## src/rtl/uart_pkg.sv

```systemverilog
// Shared UART definitions: FSM state encoding and default frame geometry.
// Used by both uart_rx and uart_tx.
package uart_pkg;

    localparam int DATA_BITS_DEF  = 8;
    localparam int OVERSAMPLE_DEF = 16;

    typedef enum logic [2:0] {
        IDLE   = 3'd0,
        START  = 3'd1,
        DATA   = 3'd2,
        PARITY = 3'd3,
        STOP   = 3'd4
    } uart_state_e;

endpackage

```

## src/rtl/uart_rx_sync.sv

```systemverilog
// Two-flop synchronizer for the asynchronous rx line; resets to the idle level (1).
module uart_rx_sync (
    input  logic clk,
    input  logic rst,
    input  logic d_i,
    output logic q_o
);

    logic meta_q;
    logic sync_q;

    // NOTE: sequential state uses non-blocking assignments so both flops sample the same edge.
    always_ff @(posedge clk) begin
        if (rst) begin
            meta_q <= 1'b1;
            sync_q <= 1'b1;
        end else begin
            meta_q <= d_i;
            sync_q <= meta_q;
        end
    end

    assign q_o = sync_q;

endmodule

```

## src/rtl/uart_rx.sv

```systemverilog
// Oversampling 8N1 UART receiver. Define UART_RX_PARITY_EN to add an even-parity
// bit between the data bits and the stop bit, with an o_parity_err strobe.
module uart_rx
    import uart_pkg::*;
#(
    parameter int OVERSAMPLE = OVERSAMPLE_DEF,
    parameter int DATA_BITS  = DATA_BITS_DEF
) (
    input  logic                 clk,
    input  logic                 rst,
    input  logic                 baud_tick,
    input  logic                 rx,
    output logic [DATA_BITS-1:0] o_rx_data,
    output logic                 o_rx_done,
    output logic                 o_rx_busy,
`ifdef UART_RX_PARITY_EN
    output logic                 o_parity_err,
`endif
    output logic                 o_frame_err
);

    localparam int TW = $clog2(OVERSAMPLE);
    localparam int BW = $clog2(DATA_BITS + 1);

    localparam logic [TW-1:0] TICK_MID  = TW'(OVERSAMPLE / 2 - 1);
    localparam logic [TW-1:0] TICK_LAST = TW'(OVERSAMPLE - 1);
    localparam logic [BW-1:0] BIT_LAST  = BW'(DATA_BITS - 1);

    uart_state_e          state_q;
    logic [TW-1:0]        tick_cnt_q;
    logic [BW-1:0]        bit_cnt_q;
    logic [DATA_BITS-1:0] shift_q;
    logic [DATA_BITS-1:0] rx_data_q;
    logic                 rx_done_q;
    logic                 rx_busy_q;
    logic                 frame_err_q;
`ifdef UART_RX_PARITY_EN
    logic                 parity_q;
    logic                 parity_err_q;
`endif
    logic                 rx_s;

    uart_rx_sync u_sync (
        .clk (clk),
        .rst (rst),
        .d_i (rx),
        .q_o (rx_s)
    );

    always_ff @(posedge clk) begin
        if (rst) begin
            state_q      <= IDLE;
            tick_cnt_q   <= '0;
            bit_cnt_q    <= '0;
            shift_q      <= '0;
            rx_data_q    <= '0;
            rx_done_q    <= 1'b0;
            rx_busy_q    <= 1'b0;
            frame_err_q  <= 1'b0;
`ifdef UART_RX_PARITY_EN
            parity_q     <= 1'b0;
            parity_err_q <= 1'b0;
`endif
        end else begin
            // NOTE: strobes default low every clock so each one lasts exactly one cycle.
            rx_done_q   <= 1'b0;
            frame_err_q <= 1'b0;
`ifdef UART_RX_PARITY_EN
            parity_err_q <= 1'b0;
`endif
            if (baud_tick) begin
                case (state_q)
                    IDLE: begin
                        if (!rx_s) begin
                            state_q    <= START;
                            tick_cnt_q <= '0;
                            rx_busy_q  <= 1'b1;
                        end
                    end

                    START: begin
                        // A start bit still low at mid-bit is genuine; otherwise it was a glitch.
                        if (tick_cnt_q == TICK_MID) begin
                            tick_cnt_q <= '0;
                            if (!rx_s) begin
                                state_q   <= DATA;
                                bit_cnt_q <= '0;
                            end else begin
                                state_q   <= IDLE;
                                rx_busy_q <= 1'b0;
                            end
                        end else begin
                            tick_cnt_q <= tick_cnt_q + 1'b1;
                        end
                    end

                    DATA: begin
                        if (tick_cnt_q == TICK_LAST) begin
                            shift_q    <= {rx_s, shift_q[DATA_BITS-1:1]};
                            tick_cnt_q <= '0;
                            bit_cnt_q  <= bit_cnt_q + 1'b1;
                            if (bit_cnt_q == BIT_LAST) begin
`ifdef UART_RX_PARITY_EN
                                state_q <= PARITY;
`else
                                state_q <= STOP;
`endif
                            end
                        end else begin
                            tick_cnt_q <= tick_cnt_q + 1'b1;
                        end
                    end

`ifdef UART_RX_PARITY_EN
                    PARITY: begin
                        if (tick_cnt_q == TICK_LAST) begin
                            parity_q   <= rx_s;
                            tick_cnt_q <= '0;
                            state_q    <= STOP;
                        end else begin
                            tick_cnt_q <= tick_cnt_q + 1'b1;
                        end
                    end
`endif

                    STOP: begin
                        // Leaving at mid-stop-bit leaves half a bit to catch a back-to-back start.
                        if (tick_cnt_q == TICK_LAST) begin
                            rx_data_q   <= shift_q;
                            tick_cnt_q  <= '0;
                            state_q     <= IDLE;
                            rx_busy_q   <= 1'b0;
                            frame_err_q <= !rx_s;
`ifdef UART_RX_PARITY_EN
                            parity_err_q <= ^{shift_q, parity_q};
                            rx_done_q    <= rx_s && !(^{shift_q, parity_q});
`else
                            rx_done_q   <= rx_s;
`endif
                        end else begin
                            tick_cnt_q <= tick_cnt_q + 1'b1;
                        end
                    end

                    default: begin
                        state_q   <= IDLE;
                        rx_busy_q <= 1'b0;
                    end
                endcase
            end
        end
    end

    assign o_rx_data   = rx_data_q;
    assign o_rx_done   = rx_done_q;
    assign o_rx_busy   = rx_busy_q;
    assign o_frame_err = frame_err_q;
`ifdef UART_RX_PARITY_EN
    assign o_parity_err = parity_err_q;
`endif

endmodule

```

## config.mk

```make
export PLATFORM = sky130hd
export DESIGN_NAME = uart_rx
export DESIGN_NICKNAME = d
export VERILOG_FILES = /design/src/rtl/uart_pkg.sv /design/src/rtl/uart_rx_sync.sv /design/src/rtl/uart_rx.sv
export SDC_FILE = /design/constraint.sdc
export NUM_CORES = 1
export LEC_CHECK = 0
export CORE_ASPECT_RATIO = 1.4
export CORE_UTILIZATION = 50
export DETAILED_ROUTE_END_ITERATION = 12
export PLACE_DENSITY = 0.74
export SLEW_MARGIN = 20
export SYNTH_ARGS = -nofsm -noshare
export SYNTH_HDL_FRONTEND = slang
export SYNTH_SLANG_ARGS = --single-unit
```

## constraint.sdc

```tcl
create_clock -name clk -period 1.6 [get_ports clk]
set_input_delay 0.24 -clock clk [delete_from_list [all_inputs] [get_ports clk]]
set_output_delay 0.24 -clock clk [all_outputs]
set_load 0.03 [all_outputs]
```

==> flow_metrics.tcl <==
set metrics [dict create \
    status "complete, but fails checks" \
    violations "setup timing" \
    p_leak_nw 0.803 \
    dr_total_vias 1313 \
    worstSetupEndpointType "register" \
    die-area_sq_um 3200 \
    worstReg2RegEnd "tick_cnt_q[3]$_SDFFE_PP0P_" \
    initial_core_util_pct 52.1 \
    clkTransAtPathRegs_ns 0.07 \
    yosys.area.top_type "dfxtp_1" \
    cts_buffers 5 \
    place.gp.congestion 0.885 \
    io_buffer_count 14 \
    drt_first_pass_iters 4 \
    rsz0062_at_grt "yes" \
    viasPerCell 5.59 \
    synth.cell_area_sq_um 1490 \
    setup_viol 1 \
    r2r.worst_path.cells 5 \
    postCtsSetupRepairBufs 0 \
    grt_use_met1_pct 23.1 \
    grt_usage_pct 22.9 \
    synth_edf_count 0 \
    crit_path_start_kind "register" \
    grt_busiest_layer "met2" \
    rows 23 \
    rr_startpoint "tick_cnt_q[1]$_SDFFE_PP0P_" \
    powerDensity_nw_per_um2 967 \
    ys_ff_latch 32 \
    hpwl_microns 2380 \
    met3_usage_pct 7.05 \
    finalCritPeriodShare_pct 101 \
    worst_ep_arrival_time_ns 1.84 \
    dp_slack_ns -0.140 \
    fmaxAchievable_mhz 618 \
    n_antenna_cell 0 \
    stdcell_area_sq_um 1980 \
    worstHoldStart "u_sync.meta_q$_SDFF_PP1_" \
    holdPathStages 1 \
    finish.utilization_pct 69.6 \
    holdCritPathClass "register to register" \
    worstSetupPathType "register to register" \
    required_ns 1.83 \
    cts_sinks 32 \
    met2_usage_pct 38.9 \
    clock-root-buffer "clkbuf_8" \
    grt_max_degree 26 \
    ff2ff_setup_slack_ns -0.02 \
    synth.top_cells.by_count "dfxtp_1 (32), nor2_1 (21), mux2i_1 (17), nand2_1 (10)" \
    core_sq_um 2850 \
    fill_cells 194 \
    overflow 0 \
    relSlewSlack_pct 78.6 \
    yosysMostFrequentCell "dfxtp_1" \
    avgSynthCellArea_sq_um 9.17 \
    synthFlopType "dfxtp_1" \
    drt_first_iter_violations 30 \
    clk_path_buf_depth 2 \
    slew_viol_final 0 \
    fp.dieH_microns 66.5 \
    cap_violations 0 \
    yosysUniqueCellTypes 46 \
    worstPathMaxFanout 4 \
    drcViolationCount 0 \
    setup_ws_ns -0.0176 \
    grt_pass1_vias 1212 \
    worstSkewPairLatency_ns 0.29 \
    synth_top_area_share_pct 43.1 \
    hold_viol 0 \
    ys_top_cells_by_area "dfxtp_1 (43%), mux2i_1 (11%), nor2_1 (5.3%), nand2_1 (2.5%), nand3_1 (2.4%)" \
    area_growth_pct 33.5 \
    die_w_microns 48.1 \
    synth_fp_nets 168 \
    dpl_cell_area_sq_um 1840 \
    htree_levels 2 \
    yosys_warnings 0 \
    nets 203 \
    whs_endpoint "u_sync.q_o$_SDFF_PP1_" \
    drt_wl_total_microns 3310 \
    antenna_found_initial 0 \
    synthCells 162 \
    io_pins 15 \
    layout_min_cycle_time_ns 1.62 \
    peakVddDrop_v 0.000854 \
    cts_tree "done" \
    seq_area_frac_synth_pct 43.1 \
    skew_ns 0.00666 \
    grt_pass1_wl_microns 5060 \
    ant_nets 0 \
    drt-wirelength-per-cell_microns 14.1 \
    multi_input_area_sq_um 817 \
    tightest_slew_ns 0.320 \
    drive_gt1_share_pct 26.3 \
    seqCellArea_sq_um 648 \
    async_flop_share_pct 0 \
]
==> placed cells by master, fill, tap and decap left out, types with 4 or more instances in the layout <==
cell / Yosys / final
clkdlybuf4s50_1: 0 / 14
o21ai_0: 7 / 6
a21oi_1: 6 / 5
nand3_1: 7 / 7
inv_1: 4 / 4
buf_4: 0 / 22
mux2i_1: 17 / 17
nand2_1: 10 / 10
clkbuf_8: 0 / 5
nor2_1: 21 / 21
dfxtp_1: 32 / 28
==> worst max path at each step <==
stage,startpoint,endpoint,cells past startpoint
6_report,tick_cnt_q[1]$_SDFFE_PP0P_,tick_cnt_q[3]$_SDFFE_PP0P_,5
5_1_grt,tick_cnt_q[1]$_SDFFE_PP0P_,tick_cnt_q[3]$_SDFFE_PP0P_,5
4_1_cts,tick_cnt_q[1]$_SDFFE_PP0P_,tick_cnt_q[3]$_SDFFE_PP0P_,5
3_5_place_dp,baud_tick,tick_cnt_q[3]$_SDFFE_PP0P_,4
3_3_place_gp,baud_tick,tick_cnt_q[3]$_SDFFE_PP0P_,4
2_1_floorplan,tick_cnt_q[1]$_SDFFE_PP0P_,tick_cnt_q[3]$_SDFFE_PP0P_,6
==> per-stage QoR <==
stage          hold WS (ns)  total power [mW]  instances  TNS [ns]
6_report              0.424              1.92        235   -0.0176
2_1_floorplan         0.344              1.02        162   -0.0415
3_5_place_dp          0.409              1.14        227    -0.974
3_3_place_gp          0.403              1.14        227    -0.480
5_1_grt               0.434              1.99        235    -0.168
4_1_cts               0.425              1.91        235   -0.0177
==> final cells by class <==
| type | count | share of cell area, % |
|---|---|---|
| clock buffers | 5 | 3.47 |
| clock inverters | 3 | 2.15 |
| inverters | 4 | 0.757 |
| multi-input cells | 116 | 41.2 |
| flip-flops and latches | 32 | 32.7 |
| well taps | 37 | 2.33 |
| repair buffers | 38 | 17.4 |
==> state kept, by name (all words and copies together), names as in the netlist <==
register and flops:
bit_cnt_q 4, o_rx_done 1, tick_cnt_q 4, o_frame_err 1, shift_q 8, u_sync.q_o 1
u_sync.meta_q 1, o_rx_data 8, state_q 3, o_rx_busy 1
==> cells by family after synthesis <==
logic type,after synthesis,share of synthesized area (%)
buffers and inverters,14,4.89
AO/OA/AOI/OAI,33,15.5
XOR/XNOR,1,0.590
multiplexers,17,11.5
flip-flops,32,43.1
AND/OR/NAND/NOR,63,22.7
adder cells (fa/ha/maj),2,1.68
==> worst max-delay path, cell delays in order (launching register included) <==
cell and delay [ns]:
dfxtp_2 0.34, ha_4 0.16, and3b_2 0.22, o21ba_4 0.23, or4b_1 0.47, a31oi_1 0.13
==> repair_timing <==
| item | in CTS | in global routing |
|---|---|---|
| cloned | 0 | 0 |
| pin swaps | 2 | 0 |
| endpoints found under the setup margin | 4 | 10 |
| gates resized for setup | 3 | 7 |
| hold buffers | 0 | 0 |
==> metal layers <==
metal	part of all wire (%)	wire length (microns)	vias up
met2	53	1740	28
met5	0	0	-
met3	3.4	111	11
met4	3.0	100	0
met1	41	1360	624
li1	-	-	650
==> report_power, final <==
| group | total [mW] | leakage, nW | internal (mW) | switching (mW) |
|---|---|---|---|---|
| logic | 0.311 | 0.488 | 0.148 | 0.163 |
| registers | 0.835 | 0.261 | 0.815 | 0.0201 |
| clock network | 0.772 | 0.0541 | 0.460 | 0.311 |
(Power assumes the default switching activity.)
